### src/rtl/fsm_w_recover.sv
// Recovers the w input of the six-state one-hot FSM from its state trace.
// Ports: clk, reset (sync, active-high), y[5:0], y_valid -> w_out, w_valid,
//        illegal, locked, err_cnt[7:0]. All outputs are registered.
module fsm_w_recover (
    input  logic       clk,
    input  logic       reset,
    input  logic [5:0] y,
    input  logic       y_valid,
    output logic       w_out,
    output logic       w_valid,
    output logic       illegal,
    output logic       locked,
    output logic [7:0] err_cnt
);

    localparam logic [0:0] UNLOCKED = 1'b0;
    localparam logic [0:0] LOCKED   = 1'b1;

    localparam logic [5:0] ST_A = 6'b000001;
    localparam logic [5:0] ST_B = 6'b000010;
    localparam logic [5:0] ST_C = 6'b000100;
    localparam logic [5:0] ST_D = 6'b001000;
    localparam logic [5:0] ST_E = 6'b010000;
    localparam logic [5:0] ST_F = 6'b100000;

    logic [0:0] r_state;
    logic [5:0] r_prev;
    logic       r_w_out;
    logic       r_w_valid;
    logic       r_illegal;
    logic [7:0] r_err_cnt;

    logic       w_onehot;
    logic [5:0] w_dst0;
    logic [5:0] w_dst1;
    logic       w_legal;
    logic       w_bit;
    logic [7:0] w_err_next;

    // Exactly one bit set: nonzero and clearing the lowest set bit leaves zero.
    assign w_onehot = (y != 6'd0) && ((y & (y - 6'd1)) == 6'd0);

    // Successor states of prev for w=0 and w=1.
    always_comb begin
        w_dst0 = 6'd0;
        w_dst1 = 6'd0;
        unique case (1'b1)
            r_prev[0]: begin w_dst0 = ST_A; w_dst1 = ST_B; end
            r_prev[1]: begin w_dst0 = ST_D; w_dst1 = ST_C; end
            r_prev[2]: begin w_dst0 = ST_D; w_dst1 = ST_E; end
            r_prev[3]: begin w_dst0 = ST_A; w_dst1 = ST_F; end
            r_prev[4]: begin w_dst0 = ST_D; w_dst1 = ST_E; end
            r_prev[5]: begin w_dst0 = ST_D; w_dst1 = ST_C; end
            default:   begin w_dst0 = 6'd0; w_dst1 = 6'd0; end
        endcase
    end

    // The two destinations always differ, so a match on dst1 means w=1.
    assign w_legal    = (y == w_dst0) || (y == w_dst1);
    assign w_bit      = (y == w_dst1);
    assign w_err_next = (r_err_cnt == 8'hFF) ? r_err_cnt : r_err_cnt + 8'd1;

    always_ff @(posedge clk) begin
        if (reset) begin
            r_state   <= UNLOCKED;
            r_prev    <= 6'd0;
            r_w_out   <= 1'b0;
            r_w_valid <= 1'b0;
            r_illegal <= 1'b0;
            r_err_cnt <= 8'd0;
        end else begin
            r_w_valid <= 1'b0;
            r_illegal <= 1'b0;
            if (y_valid) begin
                if (!w_onehot) begin
                    r_illegal <= 1'b1;
                    r_err_cnt <= w_err_next;
                    r_state   <= UNLOCKED;
                end else if (r_state == UNLOCKED) begin
                    r_prev  <= y;
                    r_state <= LOCKED;
                end else if (w_legal) begin
                    r_w_valid <= 1'b1;
                    r_w_out   <= w_bit;
                    r_prev    <= y;
                end else begin
                    // Impossible step: flag it but resync onto the new state.
                    r_illegal <= 1'b1;
                    r_err_cnt <= w_err_next;
                    r_prev    <= y;
                end
            end
        end
    end

    assign w_out   = r_w_out;
    assign w_valid = r_w_valid;
    assign illegal = r_illegal;
    assign locked  = (r_state == LOCKED);
    assign err_cnt = r_err_cnt;

endmodule

### config.mk
export PLATFORM = sky130hd
export DESIGN_NAME = fsm_w_recover
export DESIGN_NICKNAME = d
export VERILOG_FILES = /design/src/rtl/fsm_w_recover.sv
export SDC_FILE = /design/constraint.sdc
export NUM_CORES = 1
export LEC_CHECK = 0
export CORE_AREA = 10 10 60 62
export DETAILED_ROUTE_END_ITERATION = 8
export DIE_AREA = 0 0 70 72
export GPL_ROUTABILITY_DRIVEN = 0
export GPL_TIMING_DRIVEN = 0
export PLACE_DENSITY = 0.67
export SYNTH_ARGS = -nofsm -noshare
export SYNTH_HDL_FRONTEND = slang
export SYNTH_SLANG_ARGS = --single-unit
### constraint.sdc
create_clock -name clk -period 3.7 [get_ports clk]
set_input_delay 1.11 -clock clk [delete_from_list [all_inputs] [get_ports clk]]
set_output_delay 1.11 -clock clk [all_outputs]
set_load 0.005 [all_outputs]
# Yosys cells after proc, flatten, opt, wreduce, memory -nomap -nowiden
# Index checks and enable logic that the tools add are counted.
# W data, S select, Z words.
totals:
  out_inout_bits: 12
  register_bits: 18
op_classes:
  addsub: 2
  muxes: 11
  n_bitwise: 4
  reduce_logical: 13
  eq_ne: 5
ops:
  columns: ["op", "count"]
  rows:
  - ["$mux W8", 4]
  - ["$pmux W6 S4", 1]
  - ["$eq A6 B6 Y1", 2]
  - ["$add A8 B1 Y8 const B", 1]
  - ["$eq A8 B8 Y1 const B", 1]
  - ["$pmux W4 S2", 1]
  - ["$reduce_or A2 Y1", 4]
  - ["$reduce_or A4 Y1", 2]
  - ["$and A6 B6 Y6", 1]
  - ["$logic_not A6 Y1", 1]
  - ["$reduce_bool A6 Y1", 1]
  - ["$sub A6 B1 Y6 const B", 1]
  - ["$mux W1", 5]
  - ["$ne A2 B2 Y1 const B", 2]
  - ["$reduce_and A4 Y1", 1]
  - ["$not A1 Y1", 3]
  - ["$reduce_and A3 Y1", 1]
  - ["$reduce_and A2 Y1", 1]
  - ["$logic_and A1 B1 Y1", 1]
  - ["$logic_or A1 B1 Y1", 1]

# Longest topological paths before layout
# Gate-level depths: netlist (run 1).
logic_depth:
  depth_word: 7
  depth_mapped: 8

# Least setup slack after synthesis (run 1)
# Ideal clock, no wire load.
synth_timing:
  path_kind: "input -> register"
  startpoint: "input port y[2]"
  endpoint: "register r_err_cnt[5] (netlist: err_cnt[5])"
  t_arrival_ps: 2689
  t_required_ps: 3579
  setup_slack_ps: 890
  setup_ps: 121
  cell_stages: 8
  path_buffers: 2
  path_cell_list: "buf_2 > xor2_1 > a211oi_1 > o31ai_4 > o31a_4 > buf_8 > nor4_4 > mux2_4"
synth_between:
  elab_chain_cells: 6
synth_rtl:
  columns: ["element", "line", "source"]
  rows:
  - ["from (decl)", "7", "input logic [5:0] y,"]
  - ["$sub A6 B1 Y6", "41", "assign w_onehot = (y != 6'd0) && ((y & (y - 6'd1)) == 6'd0);"]
  - ["$and A6 B6 Y6", "41", null]
  - ["$logic_not A6 Y1", "41", null]
  - ["$logic_and A1 B1 Y1", "41", null]
  - ["$ne A2 B2 Y1 (no line)", null, null]
  - ["$reduce_and A3 Y1 (no line)", null, null]
  - ["to (signal assigned)", "77", "r_err_cnt <= w_err_next;"]
  - ["to (signal assigned)", "89", "r_err_cnt <= w_err_next;"]
  - ["to (decl)", "31", "logic [7:0] r_err_cnt;"]
# Several ways; a longest one is shown, not always the timed one.
# A chain may end at the register's enable or synchronous reset.

# Worst setup path after layout (run 1)
layout_timing:
  startpoint: "input port y[5]"
  endpoint: "register r_err_cnt[5] (netlist: err_cnt[5])"
# Same word-level chain as after synthesis.

==> out/summary.txt, run 1 <==
Required @ worst endpoint - 3890 ps
crit path DAT - 3280 ps
clk buf depth - 2
Sink Count - 18
crit share post-route - 0.834
worst min path class - flip-flop to flip-flop
status - complete, no violations
flops & latches, synth - 18
final worst slack - 616 ps
Worst-Margin Slew - 476 ps
top cell type's share of synthesized area - 0.353
Final Util - 0.520
setup TNS - 0 ps
core area - 0.00243 mm²
ranking of synthesized cells by area - dfxtp_1 (35%), a21oi_1 (6.9%), nand3_1 (4.4%)
Post-DP HPWL - 1.83 mm
Layout area overhead - 23.9%
Clock Latency Late Sink - 290 ps
Post-Route WL - 2.37 mm
syn avg cell area - 8.72 µm²
Setup crit start kind - primary input
synthesized instance count - 117
Crit Path Category - primary input to flip-flop
CP endpoint kind - flip-flop
Worst VDD drop - 0.000289 V
diodes inserted - 0
row count - 18
Final Skew - 2.97 ps
Post-synth EDFFs - 0
top_reg_cell synth - dfxtp_1
synthesized cell area - 0.00102 mm²
htree depth - 1
Fin. Hold Viols - 0
via density per instance - 5.59
Die Wd - 70 µm
WL/cell - 14.1 µm
Yosys cell types - 37
Synth async-reset ratio - 0
DRT antenna net count - 0
Initial DRC Count - 28
Tmin final - 3080 ps
cell taking the most area after synthesis - dfxtp_1
f_max - 0.324 GHz
Die ar. - 0.00504 mm²
Crit Path Max Fanout - 10
# DRC - 0
Pre-antenna DRT Iters - 4
I/O pin cnt - 21
setup violators final - 0
layout net count - 149
initial antenna violation count - 0
total track usage - 0.0917
Via Count - 939
Die Y - 72 µm
hold bufs inserted after CTS - 0
total gr overflow - 0
TritonCTS clock tree - built
Num CTS Buffers - 3
Slew HR - 0.682
Mapped Nets - 127
RSZ-0062 raised after global routing - no
# resized after CTS - 0
fin. max-slew vios - 0
Ys Warns - 0
vias in the first global route - 891
I/O Buffers - 17
cell area power density - 301 mW/mm²
clk slew on worst S/H paths - 100 ps
sequential fraction of the synthesis area - 0.353
Root Driver - clkbuf_4
Setup WS pre-CTS - 303 ps
proportion of layout cells with a drive suffix above 1 - 0.109
Pwr Total - 380 µW
first-pass GRT wire length - 4.00 mm
leakage power - 0.400 nW
Max Cap Viol - 0
largest net degree at the start of global routing - 11
Initial Util - 0.419
postcts setup bufs - 0
## worst paths after layout
kind | from | endpoint | slack, ps | cells past startpoint
min | r_prev[5] | r_prev[5] | 490 | 2
min reg2reg | r_prev[5] | r_prev[5] | 490 | 2
max | y[5] | err_cnt[5] | 620 | 8
max reg2reg | r_prev[4] | err_cnt[5] | 1610 | 7
## where the power goes
part,internal [mW],leakage (nW),switching [mW]
combinational,0.0265,0.234,0.0313
sequential,0.198,0.146,0.00470
clock,0.0600,0.0210,0.0603
## synthesized netlist by cell type (2+ instances only)
library cell	instances
inv_1	2
o21ai_0	3
clkbuf_1	2
o31ai_1	5
dfxtp_1	18
nor2_1	8
a21oi_1	14
o21ai_1	2
nor2b_1	3
xnor2_1	4
nor4_1	3
nand3_1	9
nor4b_1	2
nand4_1	3
or4_1	6
xor2_1	3
nand2_1	10
## critical path, cell delays in order
cell	delay, ps
clkdlybuf4s50_1	520
xor2_1	190
or4_4	500
nor3_4	270
o31a_4	210
buf_8	140
nor4_4	50
mux2_4	290
## through the flow
step / cells / hold slack (ps) / instance area (µm²)
detailed placement: 164 / 472 / 1230
global route: 168 / 518 / 1260
global placement: 164 / 459 / 1230
CTS: 168 / 492 / 1260
finish: 168 / 488 / 1260
floorplan: 117 / 449 / 1020
## cells in the final DEF, fill, tap and decap left out, drive strengths merged, types with 2 or more instances in the layout
master,count
nand2,10
clkdlybuf4s50,17
nor4,4
buf,4
nor2b,3
nor3,3
o31ai,6
dfxtp,18
nor4b,2
nand3,9
nor2,8
xor2,3
or4,7
inv,2
o21ai,5
clkbuf,7
xnor2,4
nand4,3
a21oi,14
## layout make-up
class	count	area (µm²)
plain buffers	7	50.0
clock buffers	4	36.3
well taps	30	37.5
multi-input cells	90	602
flip-flops and latches	18	360
repair buffers	17	170
inverters	2	7.51
fillers	243	1170
## kinds of logic (layout without fill, tap and decap cells)
kind of cell | count (synthesis) | count (layout) | share of synthesized area
AO/OA/AOI/OAI | 27 | 27 | 0.175
XOR/XNOR | 7 | 7 | 0.0601
adder cells (fa/ha/maj) | 1 | 1 | 0.0123
buffers and inverters | 9 | 30 | 0.0564
flip-flops | 18 | 18 | 0.353
multiplexers | 2 | 2 | 0.0245
AND/OR/NAND/NOR | 53 | 53 | 0.318
## flip-flops by register name (all words and copies together) (netlist names)
| name | count |
|---|---|
| err_cnt | 8 |
| illegal | 1 |
| locked | 1 |
| r_prev | 6 |
| w_out | 1 |
| w_valid | 1 |
## routing by layer
layer | wire [µm] | share of wire | global-route usage
met4 | 20 | 0.0084 | 0.0307
met2 | 1150 | 0.49 | 0.160
met5 | 0 | 0 | 0
met1 | 1050 | 0.44 | 0.0989
met3 | 148 | 0.062 | 0.0367
(Power assumes the default switching activity.)
==> run 2: changes to the inputs <==
clock period = 2.9 ns   (was 3.7 ns; I/O delays follow)
==> run 2 against run 1 <==
Net effect: critical path depth is 1 lower; largest cell class unchanged; largest power group unchanged; utilization is 1.7 points higher; die area stayed put; clock skew is 1.1 ps lower; final area is 3.4% higher.
==> out/summary.txt, run 2 (same netlist as run 1, synthesis figures left out) <==
status - complete, no violations (unchanged)
largest net degree at the start of global routing - 11 (unchanged)
Die Wd - 70 µm (unchanged)
hold path cells - 2 (unchanged)
crit path buf inv count - 2 (unchanged)
commonest non-fill, non-tap cell in the layout - dfxtp_1 (unchanged)
Hold Crit Start - r_prev[5] (unchanged)
diodes inserted - 0 (unchanged)
clk buf depth - 2 (unchanged)
Pre-antenna DRT Iters - 4 (unchanged)
Crit Path Category - primary input to flip-flop (unchanged)
setup violators final - 0 (unchanged)
slowest CP cell - or4_1 (was clkdlybuf4s50_1)
RSZ-0062 raised after global routing - no (unchanged)
fin. max-slew vios - 0 (unchanged)
total gr overflow - 0 (unchanged)
Layout area overhead - 28.1% (was 23.9%)
r2r setup slk - 810 ps (was 1610 ps)
proportion of layout cells with a drive suffix above 1 - 0.149 (was 0.109)
Root Driver - clkbuf_4 (unchanged)
Via Count - 943 (was 939)
crit-path leading delay family - simple AND/OR/NAND/NOR gates (unchanged)
Critical R2R Capture - err_cnt[5] (unchanged)
total track usage - 0.0917 (unchanged)
Slew HR - 0.683 (was 0.682)
Required @ worst endpoint - 3090 ps (was 3890 ps)
Pwr Total - 491 µW (was 380 µW)
CP endpoint kind - flip-flop (unchanged)
Fillers - 237 (was 243)
final worst slack - 90.2 ps (was 616 ps)
hold_ws - 488 ps (about the same)
vias in the first global route - 891 (unchanged)
f_max - 0.356 GHz
R2R Path Start - r_prev[4] (unchanged)
Setup crit start kind - primary input (unchanged)
row count - 18 (unchanged)
Initial Util - 0.419 (unchanged)
core area - 0.00243 mm² (unchanged)
Sink Count - 18 (unchanged)
Post-Route WL - 2.42 mm (was 2.37 mm)
via density per instance - 5.51 (was 5.59)
worst-case reg-to-reg path depth - 7 (unchanged)
cell area power density - 376 mW/mm² (was 301 mW/mm²)
Crit Path Max Fanout - 10 (unchanged)
initial antenna violation count - 0 (unchanged)
crit path DAT - 3000 ps (was 3280 ps)
Setup WS pre-CTS - -257 ps (was 303 ps)
Post-DP HPWL - 1.83 mm (unchanged)
Worst VDD drop - 0.000369 V (was 0.000289 V)
htree depth - 1 (unchanged)
worst min path class - flip-flop to flip-flop (unchanged)
commonest cells after routing, fill and taps aside - dfxtp_1 (18), clkdlybuf4s50_1 (16), a21oi_1 (14) (was dfxtp_1 (18), clkdlybuf4s50_1 (17), a21oi_1 (14))
I/O pin cnt - 21 (unchanged)
I/O Buffers - 17 (unchanged)
Fin. Hold Viols - 0 (unchanged)
hold bufs inserted after CTS - 0 (unchanged)
Final Skew - 1.86 ps (was 2.97 ps)
Num CTS Buffers - 3 (unchanged)
Hold Crit Endpoint - r_prev[5] (unchanged)
first-pass GRT wire length - 4.00 mm (unchanged)
layout net count - 152 (was 149)
Worst-Margin Slew - 476 ps (about the same)
WL/cell - 14.2 µm (was 14.1 µm)
crit share post-route - 0.969
Die Y - 72 µm (unchanged)
DRT antenna net count - 0 (unchanged)
clk slew on worst S/H paths - 100 ps (about the same)
Max Cap Viol - 0 (unchanged)
Tmin final - 2810 ps
Die ar. - 0.00504 mm² (unchanged)
TritonCTS clock tree - built (unchanged)
leakage power - 0.429 nW (was 0.400 nW)
# DRC - 0 (unchanged)
worst path cell trace - clkdlybuf4s50_1 > or4_1 > nor3_2 > o31a_4 > buf_8 > nor4_4 > mux2_4 (was clkdlybuf4s50_1 > xor2_1 > or4_4 > nor3_4 > o31a_4 > buf_8 > nor4_4 > mux2_4)
CP peak stage delay - 580 ps (was 520 ps)
Final Util - 0.537 (was 0.520)
Initial DRC Count - 31 (was 28)
Clock Latency Late Sink - 290 ps (about the same)
max FFs per register - 8 (unchanged)
-- run 2: cell types whose count changed in the layout (fill, tap and decap cells not counted) --
cell,previous run,this run
nor4b_1,2,0
a211oi_2,0,1
nor4b_2,0,2
dlymetal6s2s_1,0,1
clkdlybuf4s50_1,17,16
buf_4,0,3
a211oi_1,1,0
-- run 2: area by class of cell --
| type | count | area [µm²] | area share |
|---|---|---|---|
| clock buffers | 4 | 36.3 | 0.0278 |
| flip-flops and latches | 18 | 360 | 0.276 |
| plain buffers | 7 | 50.0 | 0.0383 |
| multi-input cells | 90 | 619 | 0.474 |
| inverters | 2 | 7.51 | 0.00575 |
| repair buffers | 20 | 195 | 0.149 |
| well taps | 30 | 37.5 | 0.0287 |
-- run 2: worst min-delay path, delay by kind of cell (launching register included) --
family             cells  cell delay [ps]
DFF                    1              340
and+or+nand+nor        1               60
AOI/OAI and AO/OA      1               60
-- run 2: metal layers --
layer / vias up / GRT usage / part of all wire
met5: - / 0 / 0
met4: 0 / 0.0307 / 0.0083
met1: 437 / 0.0989 / 0.43
li1: 483 / - / -
met3: 2 / 0.0367 / 0.064
met2: 21 / 0.160 / 0.49
-- run 2: what timing repair did --
action,in CTS,in global routing
buffers inserted,0,3
endpoints found under the setup margin,0,2
gates resized for setup,0,4
-- run 2: how the worst max path moves through the flow --
stage	cells past startpoint	end	from	slack, ps
6_report	7	err_cnt[5]	y[4]	90
5_1_grt	7	err_cnt[5]	y[4]	30
4_1_cts	8	err_cnt[5]	y[5]	70
3_5_place_dp	8	err_cnt[5]	y[5]	-260
3_3_place_gp	8	err_cnt[5]	y[5]	-250
2_1_floorplan	8	err_cnt[5]	y[2]	330
-- run 2: where the power goes --
group	leakage (nW)	switching, mW	internal, mW
Combinational	0.262	0.0422	0.0370
Clock	0.0210	0.0764	0.0765
Sequential	0.146	0.00603	0.252
Total	0.429	0.125	0.366
-- run 2: metrics by stage --
step,std cells,TNS (ps),area (µm²)
floorplan,117,0,1020
global placement,164,-1160,1230
detailed placement,164,-1600,1230
CTS,168,0,1260
global route,171,0,1310
finish,171,0,1310
==> edit 1 (flow settings as in run 1) <==
Make the reset (`reset`) asynchronous in one clocked block.
--- a/src/rtl/fsm_w_recover.sv
+++ b/src/rtl/fsm_w_recover.sv
@@ -60,7 +60,7 @@
     assign w_bit      = (y == w_dst1);
     assign w_err_next = (r_err_cnt == 8'hFF) ? r_err_cnt : r_err_cnt + 8'd1;
 
-    always_ff @(posedge clk) begin
+    always_ff @(posedge clk or posedge reset) begin
         if (reset) begin
             r_state   <= UNLOCKED;
             r_prev    <= 6'd0;
Check against the original RTL: differs if reset is asserted again (counterexample within 4 cycles, from zero or initial values and one cycle with reset high); with reset held inactive, the same outputs for 10 cycles.
==> edit 1 against run 1 <==
Synthesized cell count down 29%. Via count down 25%. Count of clock-buffer cells in the layout unchanged. Global-route usage down 1.8 points. Sequential cell count unchanged. Design area down 2.6%. Wire length down 19%. Final cell count down 18%. Setup slack better by 0.11 ns. Non-clock buffer count down 4. Clock skew about the same. Synthesized area down 6.1%. Critical path type unchanged. Critical endpoint is now err_cnt[1]. Highest routed layer unchanged.
Power is not compared: it rests on default switching activity, and its combinational part moved more than twofold at a synthesized area within 25%.
==> edit 1: results (changes against run 1) <==
- Post-CTS Resized: 0 (unchanged)
- Global-route wire length before repair: 3.13 mm (was 4.00 mm)
- # Post-CTS Setup Buffers: 0 (unchanged)
- Worst hold-check path type: register to register (unchanged)
- Placed cells: 133 (was 164)
- Mapped Nets: 93 (was 127)
- Status: finished, final reports clean (unchanged)
- Crit path launch: y[5] (unchanged)
- Initial antenna violation count: 0 (unchanged)
- Proportion of layout cells with a drive suffix above 1: 0.150 (was 0.109)
- Crit path DAT: 3.15 ns (was 3.28 ns)
- FF-to-FF Start: r_prev[3] (was r_prev[4])
- Top cells by area, synth: dfrtp_1 (47%), xor2_1 (9.2%), mux2_2 (4.7%), xnor2_1 (3.7%), nor3b_1 (3.1%) (was dfxtp_1 (35%), a21oi_1 (6.9%), nand3_1 (4.4%), or4_1 (4.4%), nand2_1 (3.7%))
- VDD IR-drop max: approximately 0.32 mV
- Antenna Cells: 0 (unchanged)
- Via/cell ratio: 5.15 (was 5.59)
- 1st-iter DRT viols: 33 (was 28)
- CTS Buffer Depth: 2 (unchanged)
- Routed via count: 705 (was 939)
- Routed WL: 1.93 mm (was 2.37 mm)
- Post-synth top cells: dfrtp_1 (18), xor2_1 (10), nor2_1 (6) (was dfxtp_1 (18), a21oi_1 (14), nand2_1 (10))
- First drt pass iteration count: 2 (was 4)
- Measured slew at the worst slew-check pin: 0.676 ns (was 0.476 ns)
- Worst-path clk slew: 0.10 ns (about the same)
- Overflow after GRT: 0 (unchanged)
- Syn Area/Cell: 11.5 um2 (was 8.72 um2)
- Worst Hold Launch: err_cnt[6] (was r_prev[5])
- Dpl hpwl: 1.46 mm (was 1.83 mm)
- Synth warn: 0 (unchanged)
- Number of port buffers: 20 (was 17)
- Worst Skew: 0.00281 ns (was 0.00297 ns)
- Sequential area share after synthesis: 0.471 (was 0.353)
- Nets: 118 (was 149)
- Largest net degree at the start of global routing: 19 (was 11)
- Num CTS Buffers: 3 (unchanged)
- Max Fanout on Critical Path: 8 (was 10)
- Total GRT Usage: 0.0741 (was 0.0917)
- Max reg flops: 8 (unchanged)
- Async set-or-reset flop fraction in the synthesized netlist: 1.00 (was 0)
- Number of distinct library cells after synthesis: 28 (was 37)
- Root Buffer: clkbuf_4 (unchanged)
- Clock latency on the worst-skew pair: roughly 0.28 ns
edit 1: cell type report:
class / count / area [um2]
multi-input cells: 61 / 492
inverters: 4 / 15.0
fillers: 230 / 1200
repair buffers: 20 / 200
clock buffers: 4 / 36.3
well taps: 30 / 37.5
flip-flops and latches: 18 / 450
edit 1: worst max-delay path: cells and delay by family:
kind	cells	cell delay [ns]
AOI/OAI and AO/OA	1	0.21
xor gates and xnor gates	1	0.21
buffers and inverters	1	0.52
muxes	1	0.30
and+or+nand+nor	3	0.80
edit 1: final timing paths:
path	endpoint	slack [ns]	cells past startpoint
max reg2reg	err_cnt[1]	1.72	6
min in group asynchronous	r_prev[0]	1.21	2
max in group asynchronous	locked	2.06	2
min reg2reg	err_cnt[6]	0.50	1
min	err_cnt[6]	0.50	1
max	err_cnt[1]	0.73	7
edit 1: cells by family (layout without fill, tap and decap cells):
family                     after synthesis  after routing  synth area share
muxes                                    7              7            0.0863
buffers and inverters                    4             28            0.0157
adders and majority gates                1              1            0.0131
xor gates and xnor gates                14             14             0.128
DFF                                     18             18             0.471
AOI/OAI and AO/OA                        9              9            0.0954
and+or+nand+nor                         30             30             0.191
edit 1: per-layer routing:
layer | global-route usage | share of wire
met1 | 0.0820 | 0.48
met2 | 0.117 | 0.43
met3 | 0.0381 | 0.084
met4 | 0.0329 | 0.0047
met5 | 0 | 0
edit 1: where the power goes:
group          switching (uW)  total, uW  internal, uW
logic                    90.2        233           143
clock network            58.6        118          59.8
registers                63.0        316           253
total                     212        667           455
edit 1: stage by stage:
step                area [um2]   util  hold slack [ns]  total power [uW]  setup slack, ns
finish                    1230  0.506            0.500               667            0.730
global route              1230  0.506            0.522               713            0.670
CTS                       1230  0.506            0.500               676            0.736
detailed placement        1190  0.491            0.484               553            0.432
global placement          1190  0.491            0.479               546            0.422
floorplan                  957      -            0.482               436             1.09
==> edit 2 (flow settings as in run 1) <==
Made on the original files. Register the output `err_cnt` once more, without a reset; this adds one clock of latency there. The other outputs are not delayed to match. Comments in the files are not updated.
--- a/src/rtl/fsm_w_recover.sv
+++ b/src/rtl/fsm_w_recover.sv
@@ -97,7 +97,9 @@
     assign w_valid = r_w_valid;
     assign illegal = r_illegal;
     assign locked  = (r_state == LOCKED);
-    assign err_cnt = r_err_cnt;
+    always_ff @(posedge clk) begin
+        err_cnt <= r_err_cnt;
+    end
 
 endmodule
 
Behaviour: not the same (Yosys sat finds a counterexample within 4 cycles, from zero or initial values and one cycle with reset high).
==> edit 2 against run 1 <==
First-iteration DRC count increased by 68%. Power up 44%. Wire length fell by 3.7%. Sequential cell count grew 8. Design area up 12%. Non-clock buffer count did not move. Synthesized area grew 14%. Setup slack got worse by 0.049 ns. Largest power group unchanged.
==> edit 2: results (changes against run 1) <==
- Largest stage delay on the critical path: 0.51 ns
- Hold depth: 0 (was 2)
- Proportion of layout cells with a drive suffix above 1: 0.112 (was 0.109)
- Area share of fa/ha/maj cells after synthesis: 0.0205 (was 0.0123)
- CTS H-tree depth: 1 (unchanged)
- CTS Buffer Depth: 2 (unchanged)
- Pleak: 0.000484 uW (was 0.000400 uW)
- Clock latency on the worst-skew pair: 0.32 ns (was 0.29 ns)
- Synth Area in XOR/XNOR: 0.0528 (was 0.0601)
- Worst-path clk slew: 0.14 ns (was 0.10 ns)
- First drt pass iteration count: 4 (unchanged)
- Measured slew at the worst slew-check pin: 0.538 ns (was 0.476 ns)
- Worst r2r path cells: 7 (unchanged)
- Routed via count: 932 (was 939)
- Sequential area share after synthesis: 0.448 (was 0.353)
- VDD IR-drop max: 0.261 mV (was 0.289 mV)
- Top cells by area, synth: dfxtp_1 (45%), mux2i_1 (5.2%), or4_1 (4.5%), nor2_1 (4.2%), a21oi_1 (3.9%) (was dfxtp_1 (35%), a21oi_1 (6.9%), nand3_1 (4.4%), or4_1 (4.4%), nand2_1 (3.7%))
- # Post-CTS Setup Buffers: 0 (unchanged)
- 1st-iter DRT viols: 47 (was 28)
- Async set-or-reset flop fraction in the synthesized netlist: 0 (unchanged)
- Max Fanout on Critical Path: 10 (unchanged)
- Worst flop-to-flop path endpoint: r_err_cnt[6] (was err_cnt[5])
- EDFF count, synth: 0 (unchanged)
- Number of distinct library cells after synthesis: 36 (was 37)
- FF-to-FF Start: r_prev[3] (was r_prev[4])
- Global-route wire length before repair: 3.94 mm (was 4.00 mm)
- Dpl hpwl: 1.78 mm (was 1.83 mm)
- Final hold slack: 0.398 ns (was 0.488 ns)
- Mux cell area share after synthesis: 0.0647 (was 0.0245)
- Post-synth top cells: dfxtp_1 (26), nor2_1 (13), a21oi_1 (9) (was dfxtp_1 (18), a21oi_1 (14), nand2_1 (10))
- Slowest CP cell: or4_1 (was clkdlybuf4s50_1)
- Mapped Nets: 132 (was 127)
- Synth Area in Compound Gates: 0.131 (was 0.175)
- Routed Antenna Nets: 0 (unchanged)
- Crit path DAT: 3.36 ns (was 3.28 ns)
- Vias in the first global route: 896 (was 891)
- Worst Hold End: err_cnt[6] (was r_prev[5])
- Antenna Cells: 0 (unchanged)
- Num CTS Buffers: 3 (unchanged)
- Worst Hold Launch: r_err_cnt[6] (was r_prev[5])
- Status: finished, final reports clean (unchanged)
- Largest net degree at the start of global routing: 16 (was 11)
- Total GRT Usage: 0.0912 (was 0.0917)
- Post-CTS Resized: 0 (unchanged)
- Worst Skew: 0.00311 ns (was 0.00297 ns)
- Routed WL: 2.29 mm (was 2.37 mm)
- Nets: 154 (was 149)
- Reg2Reg Setup Slack: 1.57 ns (was 1.61 ns)
- Crit path launch: y[5] (unchanged)
## edit 2: changes by cell type in the layout (fill, tap and decap cells not counted), moves of 2 or more
cell	run 1	this run
dfxtp_1	18	26
nor2b_1	3	1
mux2i_1	1	6
inv_1	2	5
nand3_1	9	6
nand4_1	3	1
a21oi_1	14	9
nor3_1	1	5
o21ai_1	2	0
nor2_1	8	13
nor4_1	3	1
nand2_1	10	4
## edit 2: worst max-delay path by stage
stage / to / slack (ns) / depth (start not counted)
global placement: r_err_cnt[6] / 0.22 / 8
finish: r_err_cnt[6] / 0.57 / 8
CTS: r_err_cnt[6] / 0.57 / 8
floorplan: r_err_cnt[6] / 0.82 / 8
detailed placement: r_err_cnt[6] / 0.21 / 8
global route: r_prev[4] / 0.51 / 8
## edit 2: final cells by class
| class | count | area (um2) |
|---|---|---|
| multi-input combinational | 84 | 573 |
| tap | 30 | 37.5 |
| timing repair buffer | 17 | 170 |
| clock buffer | 3 | 22.5 |
| buffer | 7 | 48.8 |
| clock inverter | 1 | 30.0 |
| inverter | 5 | 18.8 |
| sequential | 26 | 520 |
| fill | 218 | 1010 |
## edit 2: critical path: cells and delay by family
kind                      cells  cell delay [ns]
and+or+nand+nor               3             0.91
xor gates and xnor gates      1             0.19
AOI/OAI and AO/OA             1             0.22
buffers and inverters         2             0.64
muxes                         1             0.28
## edit 2: cell families (layout without fill, tap and decap cells)
logic type,after synthesis,count (layout)
AO/OA/AOI/OAI,22,22
adder cells (fa/ha/maj),2,2
flip-flops,26,26
buffers and inverters,12,33
XOR/XNOR,7,7
AND/OR/NAND/NOR,46,46
multiplexers,7,7
## edit 2: metal layers
metal | up-vias | wire length [um] | GRT usage | share of wire
li1 | 479 | - | - | -
met1 | 434 | 1080 | 0.107 | 0.47
met2 | 15 | 1090 | 0.154 | 0.48
met3 | 4 | 92 | 0.0272 | 0.040
met4 | 0 | 22 | 0.0329 | 0.0096
met5 | - | 0 | 0 | 0
## edit 2: stage by stage
stage,setup slack (ns),instances,cell area [um2],power (uW),util
global route,0.513,173,1420,575,0.584
global placement,0.223,169,1370,360,0.563
detailed placement,0.208,169,1370,362,0.563
floorplan,0.823,122,1160,339,-
CTS,0.566,173,1420,554,0.584
finish,0.567,173,1420,548,0.584
## edit 2: report_power, final
group | internal (uW) | total (uW) | switching, uW
Sequential | 287 | 293 | 5.39
Combinational | 30.8 | 62.1 | 31.3
Clock | 110 | 193 | 83.8
Total | 427 | 548 | 120
